==> src/rtl/cnn_window_ctrl_if.sv <==
// -----------------------------------------------------------------------------
// cnn_window_ctrl_if
// Handshake and window-report bundle between the pixel source / MAC array
// (master side) and the window sequencer cnn_window_ctrl (slave side).
//
// Signals:
//   start      master->slave  one-cycle pulse arming a new frame
//   in_valid   master->slave  upstream pixel valid
//   in_ready   slave->master  sequencer can accept a pixel
//   shift_en   slave->master  line-buffer shift enable (in_valid & in_ready)
//   win_valid  slave->master  window at the taps is legal this cycle
//   win_row    slave->master  output-map row of the current window
//   win_col    slave->master  output-map column of the current window
//   frame_done slave->master  pulse with the last window of the frame
//   busy       slave->master  sequencer is not idle
// -----------------------------------------------------------------------------
interface cnn_window_ctrl_if #(
  parameter int CW = 6
);
  logic          start;
  logic          in_valid;
  logic          in_ready;
  logic          shift_en;
  logic          win_valid;
  logic [CW-1:0] win_row;
  logic [CW-1:0] win_col;
  logic          frame_done;
  logic          busy;

  modport master (
    output start,
    output in_valid,
    input  in_ready,
    input  shift_en,
    input  win_valid,
    input  win_row,
    input  win_col,
    input  frame_done,
    input  busy
  );

  modport slave (
    input  start,
    input  in_valid,
    output in_ready,
    output shift_en,
    output win_valid,
    output win_row,
    output win_col,
    output frame_done,
    output busy
  );
endinterface

==> src/rtl/cnn_window_ctrl.sv <==
// -----------------------------------------------------------------------------
// cnn_window_ctrl
// Sequencer for the KxK convolution window generator. Accepts a raster-order
// pixel stream, drives the line-buffer shift enable, tracks the row/column of
// each accepted pixel and flags (after WIN_LAT cycles, when the window has
// reached the tap registers) the cycles in which the window is a legal
// convolution window, together with its output-map coordinates. frame_done
// pulses with the last window of the frame.
//
// Optional build macro: STRIDE2_EN
//   defined   -> only windows at even offsets are legal, coordinates report
//                the stride-2 output index.
//   undefined -> stride 1.
//
// Ports:
//   clk   in  system clock, rising edge
//   rst   in  synchronous active-high reset
//   bus   slave modport of cnn_window_ctrl_if (start, in_valid, in_ready,
//         shift_en, win_valid, win_row, win_col, frame_done, busy)
//
// Parameters: IMG_W, IMG_H (>= K), K, WIN_LAT (>= 1), CW (2^CW > max(W,H)).
// -----------------------------------------------------------------------------
module cnn_window_ctrl #(
  parameter int IMG_W   = 32,
  parameter int IMG_H   = 32,
  parameter int K       = 5,
  parameter int WIN_LAT = 1,
  parameter int CW      = 6
) (
  input  logic                clk,
  input  logic                rst,
  cnn_window_ctrl_if.slave    bus
);

  typedef enum logic [1:0] {
    S_IDLE   = 2'd0,
    S_STREAM = 2'd1,
    S_DRAIN  = 2'd2
  } state_t;

  localparam logic [CW-1:0] LP_COL_LAST = CW'(IMG_W - 1);
  localparam logic [CW-1:0] LP_ROW_LAST = CW'(IMG_H - 1);
  localparam logic [CW-1:0] LP_KM1      = CW'(K - 1);
`ifdef STRIDE2_EN
  localparam logic [CW-1:0] LP_ROW_FIN  = CW'((IMG_H - K) / 2);
  localparam logic [CW-1:0] LP_COL_FIN  = CW'((IMG_W - K) / 2);
`else
  localparam logic [CW-1:0] LP_ROW_FIN  = CW'(IMG_H - K);
  localparam logic [CW-1:0] LP_COL_FIN  = CW'(IMG_W - K);
`endif
  localparam int DCW = (WIN_LAT > 1) ? $clog2(WIN_LAT) : 1;
  localparam logic [DCW-1:0] LP_DRAIN_INIT = DCW'(WIN_LAT - 1);

  state_t         r_state;
  state_t         w_next;
  logic [CW-1:0]  r_row;
  logic [CW-1:0]  r_col;
  logic [DCW-1:0] r_drain_cnt;

  logic           w_in_ready;
  logic           w_busy;
  logic           w_accept;
  logic           w_last_pix;
  logic           w_legal;
  logic [CW-1:0]  w_row_off;
  logic [CW-1:0]  w_col_off;
  logic [CW-1:0]  w_row_idx;
  logic [CW-1:0]  w_col_idx;

  // Window delay pipe: entry 0 is loaded on the accept edge, entry
  // WIN_LAT-1 lines up with the window at the tap registers.
  logic           r_vld_p [WIN_LAT];
  logic [CW-1:0]  r_row_p [WIN_LAT];
  logic [CW-1:0]  r_col_p [WIN_LAT];

  logic           w_win_valid;
  logic [CW-1:0]  w_win_row;
  logic [CW-1:0]  w_win_col;

  // ---------------------------------------------------------------------------
  // FSM: state register
  // ---------------------------------------------------------------------------
  always_ff @(posedge clk) begin
    if (rst) begin
      r_state <= S_IDLE;
    end else begin
      r_state <= w_next;
    end
  end

  // ---------------------------------------------------------------------------
  // FSM: next-state logic
  // ---------------------------------------------------------------------------
  always_comb begin
    w_next = r_state;
    case (r_state)
      S_IDLE: begin
        if (bus.start) begin
          w_next = S_STREAM;
        end
      end
      S_STREAM: begin
        if (w_accept && w_last_pix) begin
          w_next = S_DRAIN;
        end
      end
      S_DRAIN: begin
        // The last window leaves the pipe in the final DRAIN cycle.
        if (r_drain_cnt == '0) begin
          w_next = S_IDLE;
        end
      end
      default: begin
        w_next = S_IDLE;
      end
    endcase
  end

  // ---------------------------------------------------------------------------
  // FSM: output logic
  // ---------------------------------------------------------------------------
  always_comb begin
    w_in_ready = 1'b0;
    w_busy     = 1'b0;
    case (r_state)
      S_STREAM: begin
        w_in_ready = 1'b1;
        w_busy     = 1'b1;
      end
      S_DRAIN: begin
        w_busy     = 1'b1;
      end
      default: begin
        w_in_ready = 1'b0;
        w_busy     = 1'b0;
      end
    endcase
  end

  assign w_accept   = bus.in_valid & w_in_ready;
  assign w_last_pix = (r_row == LP_ROW_LAST) && (r_col == LP_COL_LAST);

  // ---------------------------------------------------------------------------
  // Drain counter: counts down the WIN_LAT cycles spent in DRAIN
  // ---------------------------------------------------------------------------
  always_ff @(posedge clk) begin
    if (rst) begin
      r_drain_cnt <= '0;
    end else if ((r_state == S_STREAM) && w_accept && w_last_pix) begin
      r_drain_cnt <= LP_DRAIN_INIT;
    end else if ((r_state == S_DRAIN) && (r_drain_cnt != '0)) begin
      r_drain_cnt <= r_drain_cnt - DCW'(1);
    end
  end

  // ---------------------------------------------------------------------------
  // Raster position of the next pixel to be accepted
  // ---------------------------------------------------------------------------
  always_ff @(posedge clk) begin
    if (rst) begin
      r_row <= '0;
      r_col <= '0;
    end else if ((r_state == S_IDLE) && bus.start) begin
      r_row <= '0;
      r_col <= '0;
    end else if (w_accept) begin
      if (r_col == LP_COL_LAST) begin
        r_col <= '0;
        // Last pixel returns the row to 0 so counters stay in range.
        r_row <= (r_row == LP_ROW_LAST) ? '0 : r_row + CW'(1);
      end else begin
        r_col <= r_col + CW'(1);
      end
    end
  end

  // Legality and output coordinates from the pre-increment counters.
  assign w_row_off = r_row - LP_KM1;
  assign w_col_off = r_col - LP_KM1;

`ifdef STRIDE2_EN
  assign w_legal   = (r_row >= LP_KM1) && (r_col >= LP_KM1) &&
                     !w_row_off[0] && !w_col_off[0];
  assign w_row_idx = {1'b0, w_row_off[CW-1:1]};
  assign w_col_idx = {1'b0, w_col_off[CW-1:1]};
`else
  assign w_legal   = (r_row >= LP_KM1) && (r_col >= LP_KM1);
  assign w_row_idx = w_row_off;
  assign w_col_idx = w_col_off;
`endif

  // ---------------------------------------------------------------------------
  // Window pipe stages _p0 .. _p(WIN_LAT-1)
  // ---------------------------------------------------------------------------
  // Coordinates only advance behind a valid entry, so the last stage keeps the
  // coordinates of the most recent legal window through bubbles.
  always_ff @(posedge clk) begin
    if (rst) begin
      for (int i = 0; i < WIN_LAT; i++) begin
        r_vld_p[i] <= 1'b0;
        r_row_p[i] <= '0;
        r_col_p[i] <= '0;
      end
    end else begin
      r_vld_p[0] <= w_accept & w_legal;
      if (w_accept && w_legal) begin
        r_row_p[0] <= w_row_idx;
        r_col_p[0] <= w_col_idx;
      end
      for (int i = 1; i < WIN_LAT; i++) begin
        r_vld_p[i] <= r_vld_p[i-1];
        if (r_vld_p[i-1]) begin
          r_row_p[i] <= r_row_p[i-1];
          r_col_p[i] <= r_col_p[i-1];
        end
      end
    end
  end

  assign w_win_valid = r_vld_p[WIN_LAT-1];
  assign w_win_row   = r_row_p[WIN_LAT-1];
  assign w_win_col   = r_col_p[WIN_LAT-1];

  // ---------------------------------------------------------------------------
  // Output drive
  // ---------------------------------------------------------------------------
  assign bus.in_ready   = w_in_ready;
  assign bus.shift_en   = w_accept;
  assign bus.busy       = w_busy;
  assign bus.win_valid  = w_win_valid;
  assign bus.win_row    = w_win_row;
  assign bus.win_col    = w_win_col;
  // Window coordinates are unique within a frame, so matching the final one
  // identifies the last window.
  assign bus.frame_done = w_win_valid && (w_win_row == LP_ROW_FIN) &&
                          (w_win_col == LP_COL_FIN);

endmodule

==> src/flat_wrapper.sv <==
// flat-port wrapper written by rule: the top's interface ports become plain ports
module cnn_window_ctrl_flat 
#(
  parameter int IMG_W   = 32,
  parameter int IMG_H   = 32,
  parameter int K       = 5,
  parameter int WIN_LAT = 1,
  parameter int CW      = 6
)
  (clk, rst, bus_start, bus_in_valid, bus_in_ready, bus_shift_en, bus_win_valid, bus_win_row, bus_win_col, bus_frame_done, bus_busy);
  cnn_window_ctrl_if #(.CW(CW)) bus_i ();
  input  logic clk;
  input  logic rst;
  input wire logic [$bits(bus_i.start)-1:0] bus_start;
  input wire logic [$bits(bus_i.in_valid)-1:0] bus_in_valid;
  output wire logic [$bits(bus_i.in_ready)-1:0] bus_in_ready;
  output wire logic [$bits(bus_i.shift_en)-1:0] bus_shift_en;
  output wire logic [$bits(bus_i.win_valid)-1:0] bus_win_valid;
  output wire logic [$bits(bus_i.win_row)-1:0] bus_win_row;
  output wire logic [$bits(bus_i.win_col)-1:0] bus_win_col;
  output wire logic [$bits(bus_i.frame_done)-1:0] bus_frame_done;
  output wire logic [$bits(bus_i.busy)-1:0] bus_busy;
  assign bus_i.start = bus_start;
  assign bus_i.in_valid = bus_in_valid;
  assign bus_in_ready = bus_i.in_ready;
  assign bus_shift_en = bus_i.shift_en;
  assign bus_win_valid = bus_i.win_valid;
  assign bus_win_row = bus_i.win_row;
  assign bus_win_col = bus_i.win_col;
  assign bus_frame_done = bus_i.frame_done;
  assign bus_busy = bus_i.busy;
  cnn_window_ctrl #(.IMG_W(IMG_W), .IMG_H(IMG_H), .K(K), .WIN_LAT(WIN_LAT), .CW(CW)) u_core (.clk(clk), .rst(rst), .bus(bus_i));
endmodule
==> config.mk <==
export PLATFORM = sky130hd
export DESIGN_NAME = cnn_window_ctrl_flat
export DESIGN_NICKNAME = d
export VERILOG_FILES = /design/src/rtl/cnn_window_ctrl_if.sv /design/src/rtl/cnn_window_ctrl.sv /design/src/flat_wrapper.sv
export SDC_FILE = /design/constraint.sdc
export NUM_CORES = 1
export LEC_CHECK = 0
export CAP_MARGIN = 10
export CELL_PAD_IN_SITES_DETAIL_PLACEMENT = 0
export CELL_PAD_IN_SITES_GLOBAL_PLACEMENT = 1
export CORE_MARGIN = 1
export CORE_UTILIZATION = 39
export CTS_CLUSTER_SIZE = 25
export DETAILED_ROUTE_END_ITERATION = 12
export DONT_BUFFER_PORTS = 1
export PLACE_DENSITY_LB_ADDON = 0.1
export SLEW_MARGIN = 20
export SYNTH_ARGS = -nofsm -noshare
export SYNTH_HDL_FRONTEND = slang
export SYNTH_SLANG_ARGS = --single-unit
==> constraint.sdc <==
create_clock -name clk -period 2.6 [get_ports clk]
set_clock_uncertainty 0.15 [all_clocks]
set_input_delay 0.26 -clock clk [delete_from_list [all_inputs] [get_ports clk]]
set_output_delay 0.26 -clock clk [all_outputs]
set_load 0.01 [all_outputs]
## After elaboration in Yosys (flattened, before gate mapping)

Memory sizes are Yosys's and may differ from the RTL's.
Cells that the tools add are included.

| operators by class | value |
|---|---|
| reductions and logical operators | 19 |
| divide/modulo/power cells | 0 |
| shift operators | 0 |
| $add $sub $neg | 5 |
| bitwise gates (word level) | 2 |
| eq/ne operators | 9 |
| magnitude comparators | 2 |
| multipliers | 0 |
| multiplexer cells | 20 |

Operators by type and width:

| kind | count |
|---|---|
| $eq 6x5->1 const B | 4 |
| $mux 6 | 4 |
| $add 6x1->6 const B | 2 |
| $ge 6x3->1 const B | 2 |
| $mux 1 | 12 |
| $reduce_or 6->1 | 2 |
| $sub 6x3->6 const B | 2 |
| $logic_and 1x1->1 | 10 |
| $mux 2 | 3 |
| $pmux 2 s3 | 1 |
| $reduce_or 2->1 | 3 |
| $ne 2x2->1 const B | 2 |
| $reduce_and 3->1 | 1 |
| $and 1x1->1 | 2 |
| $eq 2x1->1 const B | 1 |
| $eq 2x2->1 const B | 1 |
| $logic_not 2->1 | 1 |
| $ne 2x1->1 const B | 1 |
| $reduce_and 2->1 | 1 |
| $reduce_or 1->1 | 1 |
| $sub 1x1->1 const B | 1 |

| storage, ports and cells | value |
|---|---|
| bits in read-only memories | 0 |
| memories | 3 |
| register bits after elaboration | 15 |
| bits in latches | 0 |
| memory bits (writable) | 13 |
| output and inout bits | 17 |
| bits of input ports | 4 |

Memory list:

| name | depth | width | read ports | clocked after Yosys merged registers in | write ports | line | source |
|---|---|---|---|---|---|---|---|
| u_core.r_col_p | 1 | 6 | 1 | 0 | 1 | cnn_window_ctrl.sv:74 | `logic [CW-1:0] r_col_p [WIN_LAT];` |
| u_core.r_row_p | 1 | 6 | 1 | 0 | 1 | cnn_window_ctrl.sv:73 | `logic [CW-1:0] r_row_p [WIN_LAT];` |
| u_core.r_vld_p | 1 | 1 | 1 | 0 | 1 | cnn_window_ctrl.sv:72 | `logic r_vld_p [WIN_LAT];` |

## Longest topological paths before layout

| depth | value |
|---|---|
| depth in word-level cells | 9 |
| mapped depth | 7 |

## Worst setup path before layout

Ideal clock, no wire load.

| timing | value |
|---|---|
| path type | register to register |
| start | register u_core.r_state[1] |
| end | register u_core.r_state[0] |
| stages on the path, launching flop included | 8 |
| required time | 2.378 ns |
| setup time | 0.072 ns |
| arrival time | 1.671 ns |
| path slack | 0.708 ns |
| clock period less this slack | 1.892 ns |
| path through | dfxtp_1 -> inv_1 -> ha_1 -> and4_1 -> buf_8 -> nand4_4 -> a222oi_1 -> mux2i_1 |

| on the way | value |
|---|---|
| longest elaborated chain between the ends | 6 |

Ends and longest elaborated chain:

| item | line | source |
|---|---|---|
| start: declaration | cnn_window_ctrl.sv:54 | `state_t r_state;` |
| start signal: assignment | cnn_window_ctrl.sv:87 | `r_state <= w_next;` |
| $eq 2x1->1 | cnn_window_ctrl.sv:125 | `case (r_state)` |
| $mux 1 | cnn_window_ctrl.sv:125 |  |
| net bus_in_ready | flat_wrapper.sv:16 | `output wire logic [$bits(bus_i.in_ready)-1:0] bus_in_ready;` |
| $and 1x1->1 | cnn_window_ctrl.sv:140 | `assign w_accept = bus.in_valid & w_in_ready;` |
| $logic_and 1x1->1 | cnn_window_ctrl.sv:103 | `if (w_accept && w_last_pix) begin` |
| $ne 2x1->1 (no source line) | -- |  |
| $reduce_and 3->1 (no source line) | -- |  |

The timed path passes the listed nets, and every way through them passes these cells.
A chain may end at the register's enable or synchronous reset.

## Worst setup path after layout

Same ends and word-level chain as after synthesis.

==> metrics.yaml <==
run_status:
  outcome: "complete, no violations"
global_route:
  overflow: 0
  grt_pass1_vias: 913
  grt_pass1_wl_um: 4010
  grt_max_degree: 16
  antenna_found_initial: 0
  track_usage_pct: 12.9
synth:
  synthesis.area_sq_mm: 0.00146
  yosysMostFrequentCell: "nor2_1"
  yosysSeqAreaShare_pct: 46.7
  syn-num-nets: 165
  ys_types: 34
  synth_top_area_share_pct: 24.7
  synth_area_leader_cell: "edfxtp_1"
  avgSynthCellArea_sq_um: 9.99
  synth-main-ff-cell: "dfxtp_1"
  synth_top_cells_by_area: "edfxtp_1, dfxtp_1, ha_1, xnor2_1, nor2_1"
  synth_edf_count: 12
  synth-warning-count: 0
  ys_top_cells_by_count: "nor2_1, dfxtp_1, nand2_1, ha_1, inv_1"
  ys_seq_elements: 28
  async_reset_ff_share_pct: 0
  synthCells: 146
sta:
  final-max-slew-violation-count: 0
  tightest_slew_ns: 0.556
  rsz0062_at_grt: "no"
  slew_headroom_pct: 62.9
  fin_crit_ns: 2.24
  hold_ws_ns: 0.0842
  tns_ns: 0
  hold_viol: 0
  setup_viol: 0
  fmax_ghz: 0.446
  finalCritPeriodShare_pct: 86.2
route:
  drt_iter0_drc: 37
  num_vias: 925
  drc: 0
  dr.pass1.iters: 4
  wl_per_cell_um: 12.2
  routed_via_density: 4.77
  wirelength_um: 2370
  ant_nets: 0
clocking:
  hold_buffers: 0
  ctsResizeCount: 0
  cts_made_buffers: 3
  cts_root_buf: "clkbuf_8"
  cts.clk_slew.worst_paths_ns: 0.09
  clock_sinks: 28
  clockBufferDepth: 2
  clock_latency_ns: 0.26
  cts_max_level: 1
  cts_setup_buffers: 0
  tritoncts: "yes"
die:
  die_area_sq_mm: 0.00399
  core_sq_mm: 0.00347
  ios: 21
  rows: 21
  die_w_um: 63.2
  initial_core_util_pct: 42.1
  die_h_um: 63.2
critical_path:
  crit_path_cell_trace: "inv_1, ha_1, and4_1, nand4_4, a222oi_1, mux2i_1"
  crit_path_end_kind: "flip-flop"
  start_kind: "flip-flop"
  cp.required_ns: 2.65
  crit_fanout: 8
  max_stage_delay_ns: 0.46
  critPathArrivalTime_ns: 2.29
  worstSetupPathType: "reg -> reg"
  slowest_stage: "a222oi_1"
finish:
  syn_to_final_growth_pct: 5.66
  postLayoutCellArea_sq_mm: 0.00154
  num_antenna_cells: 0
  fill_cells: 350
  fin_nets: 168
  drive_gt1_share_pct: 6.08
power:
  p_leak_nw: 0.638
  peakVddDrop_mv: 0.341
  p_per_area_mw_per_mm2: 565
  totalPowerFinal_mw: 0.871
flow_run:
  cap_violations: 0
placement:
  portBuffers: 0
  dpl-instance-area_sq_mm: 0.00150
  globalplace.congestion: 0.741
  hpwl_um: 1900
hold_path:
  min_path_type: "in -> reg"
area by class of cell:
cell class                      instances  area (sq um)  area share (%)
Sequential cell                        28           681            44.2
Clock buffer                            3          41.3            2.68
Clock inverter                          1          3.75           0.244
Timing Repair Buffer                    1          7.51           0.487
Tap cell                               46          57.6            3.73
Multi-Input combinational cell        101           698            45.3
Inverter                               14          52.6            3.41
where the power goes:
group | total [mW] | internal, mW | switching [mW]
combinational | 0.141 | 0.0499 | 0.0914
sequential | 0.498 | 0.477 | 0.0205
clock | 0.232 | 0.106 | 0.126
metal layers:
metal  routed length [um]  up-vias  global-route usage [%]
li1                     -      488                       -
met1                 1180      412                    17.1
met2                 1060       23                    20.8
met3                  106        2                    1.99
met4                   21        0                    5.23
met5                    0        -                       0
sequential cells by signal, summed over array words and instances, names as in the netlist:
register / count
u_core.r_col: 6
u_core.r_state: 2
u_core.r_row: 6
u_core.r_vld_p: 1
u_core.r_row_p: 6
u_core.r_col_p: 6
u_core.r_drain_cnt: 1
kinds of logic (layout without fill, tap and decap cells):
family,after synthesis,in the layout,synth area share [%]
AO/OA/AOI/OAI,9,9,4.03
XOR/XNOR,13,13,7.80
adder cells (fa/ha/maj),15,15,12.9
buffers and inverters,17,19,5.49
flip-flops,28,28,46.7
multiplexers,2,2,1.37
AND/OR/NAND/NOR,62,62,21.8
cells in the final DEF (no fill, tap or decap), drive strengths merged, types with 3 or more instances in the layout:
cell type	netlist	routed
xnor2	10	10
clkbuf	0	3
inv	14	14
dfxtp	16	16
edfxtp	12	12
ha	15	15
xor2	3	3
nand2	16	16
nand3	4	4
nand4	4	4
a21oi	5	5
nor2	22	22
and3	3	3
and2	3	3
stage by stage:
stage / setup WS, ns / std cells / utilization [%]
2_1_floorplan: 0.708 / 146 / -
3_3_place_gp: 0.497 / 190 / 43.1
3_5_place_dp: 0.362 / 190 / 43.1
4_1_cts: 0.343 / 194 / 44.4
5_1_grt: 0.234 / 194 / 44.4
6_report: 0.359 / 194 / 44.4
final timing paths:
path	cells past startpoint	endpoint	from	slack, ns
worst min register to register	2	u_core.r_state[1]$_SDFFE_PP0P_	u_core.r_state[1]$_SDFFE_PP0P_	0.34
worst max-delay path	6	u_core.r_state[0]$_SDFFE_PP0P_	u_core.r_state[1]$_SDFFE_PP0P_	0.36
worst max register to register	6	u_core.r_state[0]$_SDFFE_PP0P_	u_core.r_state[1]$_SDFFE_PP0P_	0.36
worst min-delay path	2	u_core.r_drain_cnt$_SDFFE_PP0P_	rst	0.08
critical path: cells and delay by family, from the launching register on:
family | cells | cell delay (ns)
AND/OR/NAND/NOR | 2 | 0.56
AO/OA/AOI/OAI | 1 | 0.46
multiplexers | 1 | 0.24
flip-flops | 1 | 0.34
buffers and inverters | 1 | 0.13
adder cells (fa/ha/maj) | 1 | 0.29
(Power assumes the default switching activity.)
